==> src/rtl/drm_ip_activation_gate.sv <==
`default_nettype none
// ============================================================================
// Module      : drm_ip_activation_gate
// Description : Gates the protected user IP from DRM activator status
//               (licensed / time-limited demo / locked). Meters usage units
//               and returns drm_event pulses to the activator.
// Revision    : 1.0 - initial release
// ============================================================================
module drm_ip_activation_gate #(
    parameter int CODE_BIT    = 0,
    parameter int DEMO_CYCLES = 1000000,
    parameter int EVENT_UNITS = 16
) (
    input  logic         ip_core_aclk,
    input  logic         ip_core_arst,
    input  logic         activation_code_ready,
    input  logic         demo_mode,
    input  logic [127:0] activation_code,
    input  logic         usage_unit,
    output logic         ip_enable,
    output logic         demo_expired,
    output logic         drm_event,
    output logic [2:0]   gate_state,
    output logic [31:0]  unit_count
);

    localparam int c_DEMO_W = (DEMO_CYCLES > 1) ? $clog2(DEMO_CYCLES) : 1;
    localparam int c_EV_W   = (EVENT_UNITS > 1) ? $clog2(EVENT_UNITS) : 1;

    localparam logic [c_DEMO_W-1:0] c_DEMO_LAST = c_DEMO_W'(DEMO_CYCLES - 1);
    localparam logic [c_DEMO_W-1:0] c_DEMO_ONE  = c_DEMO_W'(1);
    localparam logic [c_EV_W-1:0]   c_EV_LAST   = c_EV_W'(EVENT_UNITS - 1);
    localparam logic [c_EV_W-1:0]   c_EV_ONE    = c_EV_W'(1);
    localparam logic [31:0]         c_UNIT_MAX  = 32'hFFFF_FFFF;
    localparam logic [31:0]         c_UNIT_ONE  = 32'd1;

    localparam logic [2:0] c_ST_WAIT_CODE    = 3'd0;
    localparam logic [2:0] c_ST_LICENSED     = 3'd1;
    localparam logic [2:0] c_ST_DEMO         = 3'd2;
    localparam logic [2:0] c_ST_DEMO_EXPIRED = 3'd3;
    localparam logic [2:0] c_ST_LOCKED       = 3'd4;

    logic                r_rdy_q;
    logic                r_demo_q;
    logic                r_bit_q;
    logic [2:0]          r_state;
    logic                r_exp;
    logic [c_DEMO_W-1:0] r_demo_cnt;
    logic [c_EV_W-1:0]   r_ev_cnt;
    logic                r_drm_event;
    logic [31:0]         r_unit_count;

    logic [2:0] w_state_nxt;
    logic       w_demo_inc;
    logic       w_set_exp;
    logic       w_lic;
    logic       w_meter;
    logic       w_ev_wrap;
    logic       w_unused_code;

    // Only one bit of the code is decoded; the rest is folded to keep lint quiet.
    assign w_unused_code = ^activation_code;

    always_ff @(posedge ip_core_aclk or posedge ip_core_arst) begin
        if (ip_core_arst) begin
            r_rdy_q  <= 1'b0;
            r_demo_q <= 1'b0;
            r_bit_q  <= 1'b0;
        end else begin
            r_rdy_q  <= activation_code_ready;
            r_demo_q <= demo_mode;
            r_bit_q  <= activation_code[CODE_BIT];
        end
    end

    assign w_lic = r_rdy_q & r_bit_q;

    always_comb begin
        w_state_nxt = r_state;
        w_demo_inc  = 1'b0;
        w_set_exp   = 1'b0;
        case (r_state)
            c_ST_WAIT_CODE: begin
                if (w_lic)                           w_state_nxt = c_ST_LICENSED;
                else if (r_rdy_q && r_demo_q && !r_exp) w_state_nxt = c_ST_DEMO;
                else if (r_rdy_q)                    w_state_nxt = c_ST_LOCKED;
            end
            c_ST_LICENSED: begin
                if (!w_lic) w_state_nxt = c_ST_WAIT_CODE;
            end
            c_ST_DEMO: begin
                // Demo time only advances while the IP actually stays in demo.
                if (w_lic) begin
                    w_state_nxt = c_ST_LICENSED;
                end else if (r_demo_cnt == c_DEMO_LAST) begin
                    w_state_nxt = c_ST_DEMO_EXPIRED;
                    w_set_exp   = 1'b1;
                end else if (!r_rdy_q || !r_demo_q) begin
                    w_state_nxt = c_ST_WAIT_CODE;
                end else begin
                    w_demo_inc  = 1'b1;
                end
            end
            c_ST_DEMO_EXPIRED: begin
                if (w_lic) w_state_nxt = c_ST_LICENSED;
            end
            c_ST_LOCKED: begin
                if (w_lic)         w_state_nxt = c_ST_LICENSED;
                else if (!r_rdy_q) w_state_nxt = c_ST_WAIT_CODE;
            end
            default: w_state_nxt = c_ST_WAIT_CODE;
        endcase
    end

    always_ff @(posedge ip_core_aclk or posedge ip_core_arst) begin
        if (ip_core_arst) begin
            r_state    <= c_ST_WAIT_CODE;
            r_exp      <= 1'b0;
            r_demo_cnt <= '0;
        end else begin
            r_state <= w_state_nxt;
            if (w_set_exp)  r_exp      <= 1'b1;
            if (w_demo_inc) r_demo_cnt <= r_demo_cnt + c_DEMO_ONE;
        end
    end

    // Metering uses the pre-update state, so the exit cycle of LICENSED still counts.
    assign w_meter   = (r_state == c_ST_LICENSED) && usage_unit;
    assign w_ev_wrap = w_meter && (r_ev_cnt == c_EV_LAST);

    always_ff @(posedge ip_core_aclk or posedge ip_core_arst) begin
        if (ip_core_arst) begin
            r_ev_cnt     <= '0;
            r_drm_event  <= 1'b0;
            r_unit_count <= '0;
        end else begin
            r_drm_event <= w_ev_wrap;
            if (w_ev_wrap)    r_ev_cnt <= '0;
            else if (w_meter) r_ev_cnt <= r_ev_cnt + c_EV_ONE;
            if (w_meter && (r_unit_count != c_UNIT_MAX))
                r_unit_count <= r_unit_count + c_UNIT_ONE;
        end
    end

    assign ip_enable    = (r_state == c_ST_LICENSED) || (r_state == c_ST_DEMO);
    assign demo_expired = r_exp;
    assign drm_event    = r_drm_event;
    assign gate_state   = r_state;
    assign unit_count   = r_unit_count;

endmodule
`default_nettype wire

==> config.mk <==
export PLATFORM = sky130hd
export DESIGN_NAME = drm_ip_activation_gate
export DESIGN_NICKNAME = d
export VERILOG_FILES = /design/src/rtl/drm_ip_activation_gate.sv
export SDC_FILE = /design/constraint.sdc
export NUM_CORES = 1
export LEC_CHECK = 0
export ABC_AREA = 1
export ABC_CLOCK_PERIOD_IN_PS = 5200
export CAP_MARGIN = 20
export CELL_PAD_IN_SITES_DETAIL_PLACEMENT = 0
export CELL_PAD_IN_SITES_GLOBAL_PLACEMENT = 1
export CORE_ASPECT_RATIO = 1.75
export CORE_MARGIN = 2
export CORE_UTILIZATION = 32
export CTS_CLUSTER_SIZE = 24
export DETAILED_ROUTE_END_ITERATION = 16
export GPL_ROUTABILITY_DRIVEN = 0
export PLACE_DENSITY = 0.88
export SLEW_MARGIN = 10
export SYNTH_ARGS = -nofsm -noshare
export SYNTH_HDL_FRONTEND = slang
export SYNTH_SLANG_ARGS = --single-unit
==> constraint.sdc <==
create_clock -name ip_core_aclk -period 5.2 [get_ports ip_core_aclk]
set_input_delay 0.52 -clock ip_core_aclk [delete_from_list [all_inputs] [get_ports ip_core_aclk]]
set_output_delay 0.52 -clock ip_core_aclk [all_outputs]
set_load 0.02 [all_outputs]
# [After elaboration in Yosys (flattened, before gate mapping)]
# Index checks and enable logic that the tools add are counted.
# Widths: inputs -> output; s select.
[word_totals] regBits=64 inputBits=133 output_inout_bits=38 word_cells=58
[classes] addsub=3 n_eq_ne=12 mux=20 bitwise_logic=1 n_reduce_logical=13
[op_table] operator="$add 32x1->32 const B" count=1
[op_table] operator="$ne 32x32->1 const B" count=1
[op_table] operator="$mux 3" count=10
[op_table] operator="$add 20x1->20 const B" count=1
[op_table] operator="$eq 20x20->1 const B" count=1
[op_table] operator="$pmux 3 s5" count=1
[op_table] operator="$mux 4" count=2
[op_table] operator="$ne 4x4->1 const B" count=2
[op_table] operator="$mux 1" count=7
[op_table] operator="$eq 3x2->1 const B" count=2
[op_table] operator="$logic_and 1x1->1" count=5
[op_table] operator="$reduce_and 5->1" count=1
[op_table] operator="$add 4x1->4 const B" count=1
[op_table] operator="$eq 4x4->1 const B" count=1
[op_table] operator="$ne 2x2->1 const B" count=2
[op_table] operator="$eq 3x1->1 const B" count=1
[op_table] operator="$eq 3x3->1 const B" count=1
[op_table] operator="$logic_not 1->1" count=3
[op_table] operator="$logic_not 3->1" count=1
[op_table] operator="$ne 3x3->1 const B" count=1
[op_table] operator="$logic_or 1x1->1" count=2
[op_table] operator="$reduce_bool 2->1" count=1
[op_table] operator="$and 1x1->1" count=1

# [Depth between registers and ports, before layout]
# Gate-level depths: netlist of the first run.
[depth] ltp_word=6 ltp_mapped=11

# [Worst setup path before layout of the first run]
# Ideal clock, no wire load.
[synth_path] kind="reg-to-reg" start="register r_unit_count[1] (netlist: unit_count[1])" end="register r_unit_count[11] (netlist: unit_count[11])" setup_ps=117 t_arrival_ps=1634 t_required_ps=5083 setup_slack_ps=3448 stages_incl_launch_ff=12 path_buffers=1 period_less_slack_ps=1752 path_cell_list="dfrtp_1 ha_1 inv_2 nor2_8 nand2_4 nor2_8 nand2_4 nand2_8 inv_6 buf_6 nand3b_2 nand2_1"
[synth_between] elab_chain_len=2
[synth_rtl] element="start, declared" line="51" text="logic [31:0] r_unit_count;"
[synth_rtl] element="start signal, assigned" line="141" text="r_unit_count <= r_unit_count + c_UNIT_ONE;"
[synth_rtl] element="parallel branches: the longest is 2 deep, another holds $add 32x1->32"
# Several ways; the timed one is not identified.
# A chain may end at the register's enable or synchronous reset.

# [Worst setup path in the final report of the first run]
[layout_path] start="register r_state[2] (netlist: gate_state[2])" end="output port ip_enable"
[layout_between] elab_chain_len=2
[layout_rtl] element="start, declared" line="46" text="logic [2:0] r_state;"
[layout_rtl] element="start signal, assigned" line="117" text="r_state <= c_ST_WAIT_CODE;"
[layout_rtl] element="start signal, assigned" line="121" text="r_state <= w_state_nxt;"
[layout_rtl] element="$eq 3x1->1 / $eq 3x2->1 (equally long branches)" line="145" text="assign ip_enable = (r_state == c_ST_LICENSED) || (r_state == c_ST_DEMO);"
[layout_rtl] element="$logic_or 1x1->1 (*)" line="145"
[layout_rtl] element="end, declared" line="20" text="output logic ip_enable,"
# Mark *: on every way between the ends. The rest lies on a longest branch, timed or not.

==> results of run 1 <==
## logic make-up (layout without fill, tap and decap cells)
group	after synthesis	after routing	share of synthesized area, %
AND/OR/NAND/NOR	406	406	43.9
flip-flops	64	64	39.7
buffers and inverters	47	98	5.86
AO/OA/AOI/OAI	28	28	4.13
XOR/XNOR	24	24	5.21
adder cells (fa/ha/maj)	3	3	0.931
multiplexers	1	1	0.279
## power groups by stage
| stage | logic [W] | clock network, W | registers, W |
|---|---|---|---|
| after floorplan | 0.000246 | 0 | 0.000670 |
| after global placement | 0.000398 | 0 | 0.000639 |
| after detailed placement | 0.000410 | 0 | 0.000646 |
| after CTS | 0.000411 | 0.000675 | 0.000638 |
| after global routing | 0.000451 | 0.000697 | 0.000650 |
| final | 0.000403 | 0.000660 | 0.000637 |
## critical path, stage by stage, from the launching register on
cell	delay [ns]
dfrtp_1	0.44
nor3_2	0.29
inv_1	0.07
nand2_1	0.06
clkdlybuf4s50_1	0.60
## sequential cells by signal (all words and copies together) (netlist names)
| name | count |
|---|---|
| demo_expired | 1 |
| drm_event | 1 |
| gate_state | 3 |
| r_bit_q | 1 |
| r_demo_cnt | 20 |
| r_demo_q | 1 |
| r_ev_cnt | 4 |
| r_rdy_q | 1 |
| unit_count | 32 |
## final cells by class
type / count / share of cell area [%]
Clock buffer: 12 / 5.21
Clock inverter: 3 / 1.32
Inverter: 39 / 3.13
Multi-Input combinational cell: 462 / 44.6
Sequential cell: 64 / 32.6
Tap cell: 168 / 4.27
Timing Repair Buffer: 44 / 8.90
## placed cells by master, fill, tap and decap left out, types with 3 or more instances in the layout
master,netlist,routed
nand4_1,9,9
dfrtp_1,64,64
o21ai_2,7,7
nor2_1,85,85
clkbuf_16,0,9
o21ai_0,14,14
clkdlybuf4s50_1,0,43
nand2_2,4,4
inv_1,36,35
nand2_1,254,254
nand3_1,18,18
nand3b_1,16,16
nand2_4,3,3
o21ai_1,3,3
a21oi_1,4,4
ha_1,3,3
nand3b_2,3,3
xor2_1,14,14
xnor2_1,10,10
nor3_1,4,4
## routing by layer
metal | up-vias | share of wire, % | global-route usage, %
met5 | - | 0 | 0
met4 | 0 | 4.5 | 8.87
met3 | 30 | 3.0 | 2.82
met2 | 79 | 55 | 30.6
met1 | 1751 | 37 | 16.2
li1 | 1887 | - | -
## stage by stage
step | setup slack [ns] | std cells | util, % | power, W
2_1_floorplan | 3.08 | 573 | - | 0.000916
3_3_place_gp | 3.11 | 777 | 37.2 | 0.00104
3_5_place_dp | 3.07 | 777 | 37.2 | 0.00106
4_1_cts | 2.88 | 792 | 39.8 | 0.00172
5_1_grt | 2.81 | 792 | 39.8 | 0.00180
6_report | 2.90 | 792 | 39.8 | 0.00170
## path summary, 6_finish.rpt
kind / start / endpoint / slack (ns) / cells after the start
max: gate_state[2] / ip_enable / 2.90 / 4
min: r_ev_cnt[2] / r_ev_cnt[2] / 0.51 / 1
max reg2reg: unit_count[0] / unit_count[29] / 3.23 / 10
min reg2reg: r_ev_cnt[2] / r_ev_cnt[2] / 0.51 / 1
max in group asynchronous: ip_core_arst / unit_count[3] / 3.87 / 3
min in group asynchronous: ip_core_arst / r_demo_cnt[7] / 0.76 / 3
==> impl_metrics.env, run 1 <==
export IMPL_clock_power_share_pct=38.8
export IMPL_layout_nets=756
export IMPL_cts_sinks=64
export IMPL_timing_final_crit_share_pct=44.3
export IMPL_antenna_cells_inserted=0
export IMPL_cts_repair_resized_insts=0
export IMPL_cellInternalPower_w=0.00116
export IMPL_clock_root_buffer="clkbuf_16"
export IMPL_grt_setup_unrepaired="false"
export IMPL_overall_track_demand_over_capacity_in_global_routing_pct=16.4
export IMPL_detailroute_via_count=3747
export IMPL_path_class="reg -> out"
export IMPL_max_cap_violations=0
export IMPL_rows=54
export IMPL_number_of_buffers_added_by_the_clock_tree_synthesis_step=9
export IMPL_grt_overflow=0
export IMPL_first_global_vias=3697
export IMPL_worst_hold_slack_ns=0.514
export IMPL_multi_input_area_sq_um=2190
export IMPL_p_leak_nw=2.22
export IMPL_yosys_most_used_dff="dfrtp_1"
export IMPL_post_route_drc_count=0
export IMPL_hold_viol=0
export IMPL_synth_distinct_cells=31
export IMPL_min_delay_path_class="reg -> reg"
export IMPL_detail_route_iter0_violations=111
export IMPL_timing_slew_headroom_pct=42.3
export IMPL_synthDominantCellAreaShare_pct=39.7
export IMPL_hpwl_microns=7690
export IMPL_worst_ep_required_time_ns=4.68
export IMPL_grt_pass1_wl_microns=17300
export IMPL_post_cts_hold_buffer_count=0
export IMPL_yosysMostFrequentCell="nand2_1"
export IMPL_netlist_area_pre_place_sq_um=4030
export IMPL_cts_tree="yes"
export IMPL_start_util_pct=32.6
export IMPL_synth_yosys_warnings=0
export IMPL_post_synth_main_area_contributors="dfrtp_1 40%, nand2_1 24%, nor2_1 7.9%"
export IMPL_mappedNetlistNets=709
export IMPL_timing_critical_path_to_type="output port"
export IMPL_cp_max_fo=6
export IMPL_path_clk_slew_ns=0.06
export IMPL_design_die_area_sq_um=13600
export IMPL_worst_slew_pin_transition_ns=0.866
export IMPL_chipWidth_microns=88.9
export IMPL_drt_pass1_iterations=4
export IMPL_power_per_cell_area_nw_per_um2=346
export IMPL_route_antenna_remaining_nets=0
export IMPL_die_height_microns=153
export IMPL_io_pins=171
export IMPL_final_setup_skew_ns=0.0118
export IMPL_clock_fmax_ghz=0.434
export IMPL_post_synth_cell_area_avg_sq_um=7.04
export IMPL_power_ir_vdd_worst_mv=0.154
export IMPL_grt_antenna_before_repair=0
export IMPL_synth_edff_count=0
export IMPL_number_of_endpoints_failing_setup_at_the_final_stage=0
export IMPL_syn_instance_count=573
export IMPL_cts_path_max_buffers=2
export IMPL_ctsHtreeMaxLevel=3
export IMPL_placed_cell_area_sq_um=4600
export IMPL_vias_per_cell=4.73
export IMPL_switching_power_w=0.000543
export IMPL_final_min_clock_period_ns=2.30
export IMPL_totalWireLength_microns=10400
export IMPL_layout_cell_area_non_filler_sq_um=4920
export IMPL_final_fill_count=1296
export IMPL_number_of_port_buffers=43
export IMPL_finalMaxSlewViolations=0
export IMPL_maximum_number_of_pins_on_one_net_before_global_route_repair=65
export IMPL_synth_async_reset_ratio_pct=100
export IMPL_startpoint_type="flip-flop"
export IMPL_yosys_top_cells_count="254 x nand2_1, 85 x nor2_1, 64 x dfrtp_1"
export IMPL_seqCellArea_sq_um=1600
export IMPL_fraction_of_power_spent_switching_nets_pct=31.9
export IMPL_postSynthRegisterBits=64
export IMPL_worst_ep_arrival_time_ns=1.78
export IMPL_synth_seq_area_share_pct=39.7
export IMPL_outcome="completed"
export IMPL_power_share_of_the_combinational_group_pct=23.7
export IMPL_layout_area_overhead_vs_synth_pct=22.0
export IMPL_routed_wire_length_per_instance_microns=13.1
export IMPL_core_area_sq_um=12400
export IMPL_layout_drive_gt1_share_pct=7.37
export IMPL_clkLatencyLatePin_ns=0.33
export IMPL_timing_setup_tns_ns=0
export IMPL_seq_power_share_pct=37.5
export IMPL_post_synth_top_area_cell="dfrtp_1"
export IMPL_cts_setup_buffers=0
Power figures use the tool's default switching activity.
==> run 2: changes to the inputs <==
- ABC_CLOCK_PERIOD_IN_PS: 5200 -> 2100
- CORE_UTILIZATION: 32 -> 27
- PLACE_DENSITY: 0.88 -> 0.79
- clock period: 5.2 -> 2.1 ns (I/O delays scaled with it)
==> impl_metrics.env, run 2 (synthesized netlist as in run 1, its figures left out) <==
export IMPL_hpwl_microns=9030
export IMPL_crit_path_max_incr_delay_ns=0.41
export IMPL_worst_slew_pin_transition_ns=0.486
export IMPL_cts_setup_buffers=0
export IMPL_worst_hold_slack_ns=0.123
export IMPL_cts_sinks=64
export IMPL_grt_antenna_before_repair=0
export IMPL_rows=59
export IMPL_startpoint_type="flip-flop"
export IMPL_worst_ep_arrival_time_ns=2.00
export IMPL_flip_flop_count_of_the_largest_register_after_layout=32
export IMPL_reg2reg_slack_ns=0.32
export IMPL_cp_max_fo=34
export IMPL_layout_area_overhead_vs_synth_pct=27.0
export IMPL_timing_critical_path_to_type="flip-flop"
export IMPL_seqCellArea_sq_um=1600
export IMPL_timing_setup_tns_ns=0
export IMPL_number_of_buffers_added_by_the_clock_tree_synthesis_step=9
export IMPL_grt_setup_unrepaired="false"
export IMPL_first_global_vias=3756
export IMPL_final_core_util_pct=34.7
export IMPL_timing_final_crit_share_pct=84.8
export IMPL_worst_ep_required_time_ns=2.32
export IMPL_finalMaxSlewViolations=0
export IMPL_power_per_cell_area_nw_per_um2=858
export IMPL_grt_pass1_wl_microns=18700
export IMPL_antenna_cells_inserted=0
export IMPL_number_of_endpoints_failing_setup_at_the_final_stage=0
export IMPL_route_antenna_remaining_nets=0
export IMPL_overall_track_demand_over_capacity_in_global_routing_pct=15.4
export IMPL_layout_cells_most_common_list="254 x nand2_1, 85 x nor2_1, 64 x dfrtp_1, 42 x clkdlybuf4s50_1, 35 x inv_1"
export IMPL_cts_tree="yes"
export IMPL_min_delay_path_class="in -> async"
export IMPL_p_leak_nw=2.34
export IMPL_postLayoutSetupSlackWorst_ns=0.319
export IMPL_layout_nets=775
export IMPL_hold_viol=0
export IMPL_detail_route_iter0_violations=153
export IMPL_io_pins=171
export IMPL_maximum_number_of_pins_on_one_net_before_global_route_repair=41
export IMPL_power_ir_vdd_worst_mv=0.441
export IMPL_timing_slew_headroom_pct=67.5
export IMPL_routed_wire_length_per_instance_microns=14.0
export IMPL_design_die_area_sq_um=16000
export IMPL_drt_pass1_iterations=4
export IMPL_post_route_drc_count=0
export IMPL_clock_root_buffer="clkbuf_16"
export IMPL_chipWidth_microns=96.4
export IMPL_slowest_stage="dfrtp_1"
export IMPL_clock_fmax_ghz=0.562
export IMPL_layout_cell_area_non_filler_sq_um=5120
export IMPL_path_class="reg -> reg"
export IMPL_layout_cells_most_common="nand2_1"
export IMPL_multi_input_area_sq_um=2190
export IMPL_ctsHtreeMaxLevel=3
export IMPL_grt_overflow=0
export IMPL_critical_path_most_common_cell="nand2_1"
export IMPL_placed_cell_area_sq_um=4770
export IMPL_rr_startpoint="unit_count[0]"
export IMPL_vias_per_cell=4.60
export IMPL_final_min_clock_period_ns=1.78
export IMPL_pre_cts_slack_ns=0.311
export IMPL_start_util_pct=27.3
export IMPL_cts_path_max_buffers=2
export IMPL_outcome="completed"
export IMPL_max_cap_violations=0
export IMPL_critical_path_startpoint="unit_count[0]"
export IMPL_worstPathCellList="ha_1 > inv_2 > nor2_8 > nand2_4 > nor2_8 > nand2_4 > nand2_8 > inv_6 > nand2_1 > nand2_1 > nand2_1"
export IMPL_final_fill_count=1601
export IMPL_number_of_port_buffers=43
export IMPL_die_height_microns=166
export IMPL_detailroute_via_count=3801
export IMPL_clkLatencyLatePin_ns=0.33
export IMPL_core_area_sq_um=14800
export IMPL_layout_drive_gt1_share_pct=10.2
export IMPL_final_setup_skew_ns=0.00997
export IMPL_path_clk_slew_ns=0.06
export IMPL_totalWireLength_microns=11500
[run 2: path summary, 6_finish.rpt]
path / to / cells after the start
worst min-delay path: drm_event / 2
worst max register to register: unit_count[9] / 11
worst min register to register: r_ev_cnt[2] / 1
worst max-delay path: unit_count[9] / 11
max in group asynchronous: r_demo_cnt[8] / 3
min in group ip_core_aclk: r_rdy_q / 1
[run 2: where the power goes]
part           switching, W  total [W]  internal [W]  leakage (nW)
combinational      0.000628    0.00106      0.000433          1.31
sequential         0.000188    0.00157       0.00138         0.865
clock              0.000573    0.00177       0.00119         0.170
total               0.00139    0.00440       0.00301          2.34
[run 2: final cells by class]
cell class,count,share of cell area [%]
Multi-Input combinational cell,462,42.9
Sequential cell,64,31.3
Timing Repair Buffer,63,11.6
Clock buffer,11,4.74
Tap cell,183,4.47
Inverter,39,3.01
Clock inverter,5,2.03
[run 2: metal layers]
metal	wire length, microns	share of wire, %	track usage, %	up-vias
met5	0	0	0	-
met4	706	6.1	9.25	0
met1	4190	36	15.7	1750
met2	6330	55	27.9	94
li1	-	-	-	1926
met3	309	2.7	2.73	31
[run 2: worst max-delay path, delay by kind of cell, from the launching register on]
family	cells	cell delay [ns]
DFF	1	0.41
buffers and inverters	2	0.40
adders and majority gates	1	0.24
and+or+nand+nor	8	0.60
[run 2: what timing repair did]
| item | CTS | global route |
|---|---|---|
| hold buffers | 0 | 0 |
| gates resized for setup | 0 | 1 |
| endpoints found under the setup margin | 0 | 1 |
[run 2: stage by stage]
stage,cells,total power (W)
after detailed placement,811,0.00268
after CTS,827,0.00447
final,827,0.00440
after floorplan,573,0.00227
after global routing,827,0.00466
after global placement,811,0.00266
